[src/rtl/sec_lvl_switch_fsm.sv]
// Sequences a security-level change: halt issue, drain the LSU, apply the new PMP level, flush, release.
// Optional timeout/abort path enabled by defining SEC_SWITCH_TIMEOUT_EN.
module sec_lvl_switch_fsm #(
  parameter int   MAX_OUTSTANDING = 4,
  parameter int   TIMEOUT_CYCLES  = 1024,
  parameter logic RESET_LVL       = 1'b0
) (
  input  logic clk_i,
  input  logic rst_ni,
  input  logic sec_lvl_req_i,
  input  logic core_idle_i,
  input  logic lsu_req_i,
  input  logic lsu_gnt_i,
  input  logic lsu_rvalid_i,
  output logic halt_o,
  output logic pmp_sec_lvl_o,
  output logic pmp_flush_o,
  output logic busy_o,
  output logic switch_done_o,
  output logic err_o
);

  localparam int CntW = $clog2(MAX_OUTSTANDING + 1);
  localparam logic [CntW-1:0] CntMax = CntW'(MAX_OUTSTANDING);

  typedef enum logic [2:0] {
    S_IDLE, S_HALT, S_DRAIN, S_APPLY, S_RELEASE, S_ABORT
  } state_t;

  state_t          r_state, w_state_next;
  logic            r_halt, r_busy, r_lvl, r_target;
  logic [CntW-1:0] r_outstanding, w_outstanding_next;
  logic            w_inc, w_dec, w_start, w_timeout;

  assign w_inc = lsu_req_i & lsu_gnt_i;
  assign w_dec = lsu_rvalid_i;

  always_comb begin
    w_outstanding_next = r_outstanding;
    if (w_inc && !w_dec && r_outstanding != CntMax) begin
      w_outstanding_next = r_outstanding + 1'b1;
    end else if (w_dec && !w_inc && r_outstanding != '0) begin
      w_outstanding_next = r_outstanding - 1'b1;
    end
  end

`ifdef SEC_SWITCH_TIMEOUT_EN
  localparam int TmoW = $clog2(TIMEOUT_CYCLES + 1);
  logic [TmoW-1:0] r_tmo_cnt;
  logic            r_blocked;

  assign w_timeout = ((r_state == S_HALT) || (r_state == S_DRAIN)) &&
                     (r_tmo_cnt == TmoW'(TIMEOUT_CYCLES - 1));
  assign w_start   = !r_blocked && (sec_lvl_req_i != r_lvl);
  assign err_o     = (r_state == S_ABORT);

  // After an abort, the requester must first agree with the applied level before a retry.
  always_ff @(posedge clk_i or negedge rst_ni) begin
    if (!rst_ni) begin
      r_tmo_cnt <= '0;
      r_blocked <= 1'b0;
    end else begin
      if (r_state == S_IDLE) begin
        r_tmo_cnt <= '0;
      end else if ((r_state == S_HALT) || (r_state == S_DRAIN)) begin
        r_tmo_cnt <= r_tmo_cnt + 1'b1;
      end
      if (r_state == S_ABORT) begin
        r_blocked <= 1'b1;
      end else if (sec_lvl_req_i == r_lvl) begin
        r_blocked <= 1'b0;
      end
    end
  end
`else
  assign w_timeout = 1'b0;
  assign w_start   = (sec_lvl_req_i != r_lvl);
  assign err_o     = 1'b0;
`endif

  always_comb begin
    w_state_next = r_state;
    case (r_state)
      S_IDLE:    if (w_start) w_state_next = S_HALT;
      S_HALT: begin
        if (w_timeout)        w_state_next = S_ABORT;
        else if (core_idle_i) w_state_next = S_DRAIN;
      end
      // A response retiring the last transaction this cycle is enough; a new grant is not.
      S_DRAIN: begin
        if (w_timeout)                                     w_state_next = S_ABORT;
        else if (w_outstanding_next == '0 && !w_inc)       w_state_next = S_APPLY;
      end
      S_APPLY:   w_state_next = S_RELEASE;
      S_RELEASE: w_state_next = S_IDLE;
      S_ABORT:   w_state_next = S_IDLE;
      default:   w_state_next = S_IDLE;
    endcase
  end

  always_ff @(posedge clk_i or negedge rst_ni) begin
    if (!rst_ni) begin
      r_state       <= S_IDLE;
      r_halt        <= 1'b0;
      r_busy        <= 1'b0;
      r_lvl         <= RESET_LVL;
      r_target      <= RESET_LVL;
      r_outstanding <= '0;
    end else begin
      r_state       <= w_state_next;
      r_halt        <= (w_state_next == S_HALT) || (w_state_next == S_DRAIN) ||
                       (w_state_next == S_APPLY);
      r_busy        <= (w_state_next != S_IDLE);
      r_outstanding <= w_outstanding_next;
      if (r_state == S_IDLE && w_start) r_target <= sec_lvl_req_i;
      if (r_state == S_APPLY)           r_lvl    <= r_target;
    end
  end

  assign halt_o        = r_halt;
  assign busy_o        = r_busy;
  assign pmp_sec_lvl_o = r_lvl;
  assign pmp_flush_o   = (r_state == S_APPLY);
  assign switch_done_o = (r_state == S_RELEASE);

`ifndef SYNTHESIS
  a_cfg_sane: assert property (@(posedge clk_i) (MAX_OUTSTANDING > 0) && (TIMEOUT_CYCLES > 1));
  a_rvalid_underflow: assert property (@(posedge clk_i) disable iff (!rst_ni)
    !(lsu_rvalid_i && r_outstanding == '0));
`endif

endmodule
[config.mk]
export PLATFORM = sky130hd
export DESIGN_NAME = sec_lvl_switch_fsm
export DESIGN_NICKNAME = d
export VERILOG_FILES = /design/src/rtl/sec_lvl_switch_fsm.sv
export SDC_FILE = /design/constraint.sdc
export NUM_CORES = 1
export LEC_CHECK = 0
export CORE_MARGIN = 2
export CORE_UTILIZATION = 48
export CTS_CLUSTER_SIZE = 10
export DETAILED_ROUTE_END_ITERATION = 8
export PLACE_DENSITY_LB_ADDON = 0.12
export REMOVE_ABC_BUFFERS = 1
export SYNTH_ARGS = -nofsm -noshare
export SYNTH_HDL_FRONTEND = slang
export SYNTH_SLANG_ARGS = --single-unit
[constraint.sdc]
create_clock -name clk_i -period 1.9 [get_ports clk_i]
set_input_delay 0.57 -clock clk_i [delete_from_list [all_inputs] [get_ports clk_i]]
set_output_delay 0.57 -clock clk_i [all_outputs]
set_load 0.05 [all_outputs]
### Word-level counts from Yosys, hierarchy flattened

Index checks and enable logic that the tools add are counted.

| cells by class | value |
|---|---|
| add/subtract/negate cells | 2 |
| eq/ne operators | 9 |
| multiplexer cells | 6 |
| bitwise gates (word level) | 1 |
| reductions and logical operators | 14 |

Operator list:

| cell | count |
|---|---|
| 3-bit two-way mux | 5 |
| 3-bit by 2-bit equality test with 1-bit output (second input constant) | 4 |
| 3-bit one-hot mux with 4 select lines | 1 |
| 3-bit by 1-bit equality test with 1-bit output (second input constant) | 2 |
| 1-bit logical AND | 6 |
| 3-bit zero test | 2 |
| 3-bit nonzero test | 2 |
| 3-bit by 1-bit adder with 3-bit output (second input constant) | 1 |
| 3-bit equality test (second input constant) | 1 |
| 3-bit inequality test (second input constant) | 1 |
| 3-bit by 1-bit subtractor with 3-bit output (second input constant) | 1 |
| 1-bit zero test | 2 |
| 1-bit logical OR | 2 |
| 1-bit AND | 1 |
| 1-bit inequality test | 1 |

| word-level totals | value |
|---|---|
| register bits after elaboration | 10 |
| input port bits | 7 |
| output and inout port bits | 6 |

### Depth between registers and ports, before layout

Gate-level depths: netlist of run 1.

| logic depth | value |
|---|---|
| word-level depth | 13 |
| depth in mapped cells | 6 |
| gate-level depth less buffers | 6 |

### Least setup slack after synthesis of run 1

Ideal clock, no wire load.

| timing | value |
|---|---|
| kind | flip-flop to output port |
| start point | register r_state[1] |
| end point | output port switch_done_o |
| data arrival time | 1.522 ns |
| required time | 1.330 ns |
| slack | -0.192 ns |
| stages on the path, launching flop included | 2 |
| path buffers | 0 |
| cells stage by stage | dfrtp_1 > nor3_1 |

| between the ends | value |
|---|---|
| word-level cells in the longest chain between the ends | 1 |

Ends and longest elaborated chain:

| what | line | source |
|---|---|---|
| start: declaration | 30 | `state_t r_state, w_state_next;` |
| start signal: assignment | 110 | `r_state <= w_state_next;` |
| 3-bit equality test | 124 | `assign switch_done_o = (r_state == S_RELEASE);` |
| end: declaration | 19 | `output logic switch_done_o,` |

Every way passes these cells.

### Worst setup path in the final report of run 1

Same ends and word-level chain as after synthesis.

==> report_table.html, run 1 <==
<table>
<tr><th>Metric</th><th>Value</th></tr>
<tr><th colspan="2">Worst hold path</th></tr>
<tr><td>Hold worst-path end</td><td>r_state[1]$_DFF_PN0_</td></tr>
<tr><td>Hold-critical path depth</td><td>1</td></tr>
<tr><td>Type of the tightest min-delay check</td><td>reg2reg</td></tr>
<tr><td>Hold path startpoint</td><td>r_state[2]$_DFF_PN0_</td></tr>
<tr><th colspan="2">Global route</th></tr>
<tr><td>Most Crowded Layer GR</td><td>met2</td></tr>
<tr><td>Met2 routing resource usage after global routing</td><td>27.8%</td></tr>
<tr><td>Via count of the first global-routing pass</td><td>429</td></tr>
<tr><td>First-pass GRT wire length</td><td>1800 µm</td></tr>
<tr><td>Antenna violations before repair</td><td>0</td></tr>
<tr><td>Total congestion overflow</td><td>0</td></tr>
<tr><td>Met1 Usage GRT</td><td>21.0%</td></tr>
<tr><td>Met3 Usage GRT</td><td>8.33%</td></tr>
<tr><td>Global-route usage over all layers</td><td>17.9%</td></tr>
<tr><td>Maximum number of pins on one net before global-route repair</td><td>11</td></tr>
<tr><th colspan="2">Drt</th></tr>
<tr><td>Antenna-violating nets left</td><td>0</td></tr>
<tr><td>DR vias</td><td>533</td></tr>
<tr><td>Wire length per cell</td><td>12.2 µm</td></tr>
<tr><td>Total routed wirelength</td><td>1190 µm</td></tr>
<tr><td>Drt pass-1 iters</td><td>4</td></tr>
<tr><td>Vias per cell</td><td>5.44</td></tr>
<tr><td>Initial drt markers</td><td>3</td></tr>
<tr><td>Drc violations</td><td>0</td></tr>
<tr><th colspan="2">Logic synthesis</th></tr>
<tr><td>Combinational family with the most area after synthesis</td><td>simple AND/OR/NAND/NOR gates</td></tr>
<tr><td>Portion of the post-synthesis area used by sequential elements</td><td>39.3%</td></tr>
<tr><td>Count of distinct cell types in the synthesized netlist</td><td>32</td></tr>
<tr><td>Synth Area in Adders</td><td>5.89%</td></tr>
<tr><td>Multiplexer area fraction after synthesis</td><td>0%</td></tr>
<tr><td>Avg Synthesized Cell Area</td><td>9.95 µm²</td></tr>
<tr><td>Post-synthesis share of cell area spent on xor and xnor gates</td><td>2.75%</td></tr>
<tr><td>Number of flip-flops and latches in the synthesized netlist</td><td>10</td></tr>
<tr><td>Number of warning messages in the yosys log</td><td>0</td></tr>
<tr><td>Compound-Gate Fraction of Synth Area</td><td>20.8%</td></tr>
<tr><td>Synth Cell Area</td><td>637 µm²</td></tr>
<tr><td>Post-synthesis cell count</td><td>64</td></tr>
<tr><td>Fraction of the mapped netlist area in simple logic gates</td><td>24.8%</td></tr>
<tr><th colspan="2">Critical path</th></tr>
<tr><td>Reg2Reg Depth</td><td>6</td></tr>
<tr><td>Worst path required time</td><td>1.33 ns</td></tr>
<tr><td>Reg-to-Reg End</td><td>r_state[0]$_DFF_PN0_</td></tr>
<tr><td>Category of the worst setup path launch point</td><td>register</td></tr>
<tr><td>Cell type of the slowest stage on the worst timing path</td><td>sky130_fd_sc_hd__dfrtp_1</td></tr>
<tr><td>Arrival time at the worst endpoint</td><td>1.25 ns</td></tr>
<tr><td>Worst reg2reg path startpoint</td><td>r_outstanding[1]$_DFF_PN0_</td></tr>
<tr><td>CP max stage delay</td><td>0.45 ns</td></tr>
<tr><td>Class of the most critical setup path</td><td>reg2out</td></tr>
<tr><td>Sequence of cells on the critical path</td><td>nor3_1, buf_12</td></tr>
<tr><td>Max FO, Critical Path</td><td>8</td></tr>
<tr><td>Category of the worst setup path capture point</td><td>output port</td></tr>
<tr><td>Flop-to-flop setup slack</td><td>0.22 ns</td></tr>
<tr><th colspan="2">Outcome</th></tr>
<tr><td>Outcome</td><td>completed</td></tr>
<tr><th colspan="2">Final layout</th></tr>
<tr><td>Area growth from synthesis to final layout</td><td>32.0%</td></tr>
<tr><td>Fill cells</td><td>112</td></tr>
<tr><td>Number of nets in the finished design</td><td>94</td></tr>
<tr><td>Antenna diode count</td><td>0</td></tr>
<tr><td>Post-route cell area</td><td>841 µm²</td></tr>
<tr><td>Proportion of layout cells with a drive suffix above 1</td><td>25.3%</td></tr>
<tr><th colspan="2">Power and ir drop</th></tr>
<tr><td>VDD IR max</td><td>0.809 mV</td></tr>
<tr><td>Pleak</td><td>0.364 nW</td></tr>
<tr><td>Power per standard cell area</td><td>1650 mW/mm²</td></tr>
<tr><td>Power consumption</td><td>1.39 mW</td></tr>
<tr><th colspan="2">Placed design</th></tr>
<tr><td>Final Wtd Congestion</td><td>0.860</td></tr>
<tr><td>Worst Setup Slack post-DPL</td><td>-0.101 ns</td></tr>
<tr><td>Hpwl dp</td><td>965 µm</td></tr>
<tr><td>Placed Area</td><td>805 µm²</td></tr>
<tr><td>Number of buffers added on ports</td><td>11</td></tr>
<tr><th colspan="2">Floorplanning</th></tr>
<tr><td>Top-level port count</td><td>13</td></tr>
<tr><td>Die Y-Extent</td><td>40.4 µm</td></tr>
<tr><td>Core region area</td><td>0.00127 mm²</td></tr>
<tr><td>Starting Density</td><td>50.2%</td></tr>
<tr><td>Full die area</td><td>0.00163 mm²</td></tr>
<tr><td>Core Rows</td><td>13</td></tr>
<tr><td>Horizontal die dimension</td><td>40.4 µm</td></tr>
<tr><th colspan="2">Clock tree</th></tr>
<tr><td>Clock buffer count from CTS</td><td>3</td></tr>
<tr><td>Post_cts resized</td><td>0</td></tr>
<tr><td>Clk slew on worst S/H paths</td><td>0.07 ns</td></tr>
<tr><td>Number of buffers inserted to repair setup after CTS</td><td>0</td></tr>
<tr><td>Clock tree root driver cell</td><td>sky130_fd_sc_hd__clkbuf_4</td></tr>
<tr><td>Clock latency on the worst-skew pair</td><td>0.27 ns</td></tr>
<tr><td>CTS Hold Bufs</td><td>0</td></tr>
<tr><td>Clock sink count</td><td>10</td></tr>
<tr><td>Clock tree from TritonCTS</td><td>done</td></tr>
<tr><td>Maximum number of buffers from clock root to sink</td><td>2</td></tr>
<tr><td>CTS H-tree depth</td><td>1</td></tr>
<tr><th colspan="2">Timing</th></tr>
<tr><td>Post-Route Skew</td><td>0.00843 ns</td></tr>
<tr><td>Final number of hold-violating endpoints</td><td>0</td></tr>
<tr><td>F_max</td><td>551 MHz</td></tr>
<tr><td>Time the worst path needs with I/O delays and setup</td><td>1.82 ns</td></tr>
<tr><td>RSZ-0062 raised after global routing</td><td>false</td></tr>
<tr><td>Least setup slack across all paths after layout</td><td>0.0849 ns</td></tr>
<tr><td>Crit share post-route</td><td>95.5%</td></tr>
<tr><td>Pins Over Slew Limit</td><td>0</td></tr>
<tr><td># setup viols final</td><td>0</td></tr>
<tr><th colspan="2">Run</th></tr>
<tr><td>Max-cap violations</td><td>0</td></tr>
</table>
flip-flops by register name (all words and copies together) (netlist names):
register / cells
busy_o: 1
r_outstanding: 3
pmp_sec_lvl_o: 1
halt_o: 1
r_target: 1
r_state: 3
cell families (layout without fill, tap and decap cells):
kind of cell,count (synthesis),count (layout)
simple gates,22,22
fa+ha+maj,3,3
buf+inv,7,26
other cells,1,1
compound gates,19,19
flops,10,10
xor+xnor,2,2
report_power, final:
group,switching (mW),internal [mW]
Clock,0.0720,0.116
Sequential,0.106,0.313
Combinational,0.441,0.339
Total,0.619,0.769
placed cells by master (no fill, tap or decap), drive strengths merged, types with 2 or more instances in the layout:
cell / netlist / routed
buf: 2 / 11
dfrtp: 10 / 10
a21oi: 6 / 6
clkdlybuf4s50: 0 / 6
inv: 5 / 5
nand2: 4 / 4
clkbuf: 0 / 4
nand2b: 3 / 3
a211oi: 3 / 3
nor3: 3 / 3
ha: 3 / 3
a31oi: 2 / 2
nand4b: 2 / 2
and3: 2 / 2
o21ai: 2 / 2
nand3: 2 / 2
Yosys cell counts:
master                      n  share of area [%]
sky130_fd_sc_hd__dfrtp_1   10                 39
sky130_fd_sc_hd__a211oi_1   3                3.5
sky130_fd_sc_hd__ha_1       3                5.9
sky130_fd_sc_hd__nor4b_4    1                3.7
sky130_fd_sc_hd__nand3b_1   1                1.2
sky130_fd_sc_hd__o31ai_2    1                2.0
sky130_fd_sc_hd__xor2_1     1                1.4
sky130_fd_sc_hd__or2_1      1               0.98
sky130_fd_sc_hd__nand3_1    1               0.79
sky130_fd_sc_hd__nand2b_1   3                2.9
sky130_fd_sc_hd__a41oi_1    1                1.4
sky130_fd_sc_hd__nand3_2    1                1.6
sky130_fd_sc_hd__conb_1     1               0.59
sky130_fd_sc_hd__nand2_2    1               0.98
sky130_fd_sc_hd__buf_6      1                1.8
sky130_fd_sc_hd__a31oi_1    2                2.0
sky130_fd_sc_hd__buf_4      1                1.2
sky130_fd_sc_hd__a21oi_1    6                4.7
sky130_fd_sc_hd__nor3b_1    1                1.2
sky130_fd_sc_hd__o21ai_0    2                1.6
sky130_fd_sc_hd__a311o_1    1                1.6
sky130_fd_sc_hd__o211ai_1   1                1.2
sky130_fd_sc_hd__a211o_2    1                1.6
sky130_fd_sc_hd__nand2_1    3                1.8
sky130_fd_sc_hd__nor2_1     1               0.59
sky130_fd_sc_hd__a311oi_1   1                1.4
sky130_fd_sc_hd__nor3_1     3                2.4
sky130_fd_sc_hd__inv_1      5                2.9
sky130_fd_sc_hd__and4bb_2   1                2.0
sky130_fd_sc_hd__and3_1     2                2.0
sky130_fd_sc_hd__nand4b_1   2                2.8
sky130_fd_sc_hd__xnor2_1    1                1.4
cell type report:
type / count / area, µm² / share of cell area [%]
clock buffers: 4 / 36.3 / 4.32
flip-flops and latches: 10 / 250 / 29.8
well taps: 15 / 18.8 / 2.23
inverters: 5 / 18.8 / 2.23
repair buffers: 17 / 168 / 19.9
multi-input cells: 47 / 349 / 41.5
routing by layer:
metal | vias to the layer above | wire length [µm]
met5 | - | 0
met4 | 0 | 6
met3 | 2 | 54
met2 | 9 | 593
met1 | 246 | 539
li1 | 276 | -
worst max-delay path: cells and delay by family, from the launching register on:
family        cells  cell delay [ns]
buf+inv           1             0.18
flops             1             0.45
simple gates      1             0.34
how the worst max path moves through the flow:
stage / end / from / slack [ns]
global route: switch_done_o / r_state[0]$_DFF_PN0_ / 0.04
global placement: r_state[0]$_DFF_PN0_ / lsu_rvalid_i / -0.05
CTS: switch_done_o / r_state[0]$_DFF_PN0_ / 0.07
detailed placement: r_state[0]$_DFF_PN0_ / lsu_rvalid_i / -0.10
finish: switch_done_o / r_state[1]$_DFF_PN0_ / 0.08
floorplan: switch_done_o / r_state[1]$_DFF_PN0_ / -0.19
per-stage QoR:
step	cells	setup TNS (ns)	util [%]	hold WS, ns
floorplan	62	-0.192	-	0.274
global placement	94	-0.0465	63.4	0.480
detailed placement	94	-0.122	63.4	0.487
CTS	98	0	66.3	0.497
global route	98	0	66.3	0.512
finish	98	0	66.3	0.499
(Power assumes the default switching activity.)
==> inputs of run 2 (changes only) <==
--- a/config.mk
+++ b/config.mk
@@ -11,6 +11,7 @@
 export DETAILED_ROUTE_END_ITERATION = 8
 export PLACE_DENSITY_LB_ADDON = 0.12
 export REMOVE_ABC_BUFFERS = 1
+export SLEW_MARGIN = 10
 export SYNTH_ARGS = -nofsm -noshare
 export SYNTH_HDL_FRONTEND = slang
 export SYNTH_SLANG_ARGS = --single-unit
==> results of run 2 <==
The final DEF is identical to that of run 1; final timing and power are the same.
==> inputs of run 3 (changes only) <==
--- a/config.mk
+++ b/config.mk
@@ -11,7 +11,7 @@
 export DETAILED_ROUTE_END_ITERATION = 8
 export PLACE_DENSITY_LB_ADDON = 0.12
 export REMOVE_ABC_BUFFERS = 1
-export SLEW_MARGIN = 10
+export SLEW_MARGIN = 20
 export SYNTH_ARGS = -nofsm -noshare
 export SYNTH_HDL_FRONTEND = slang
 export SYNTH_SLANG_ARGS = --single-unit
==> results of run 3 <==
The final DEF is identical to that of run 1; final timing and power are the same.
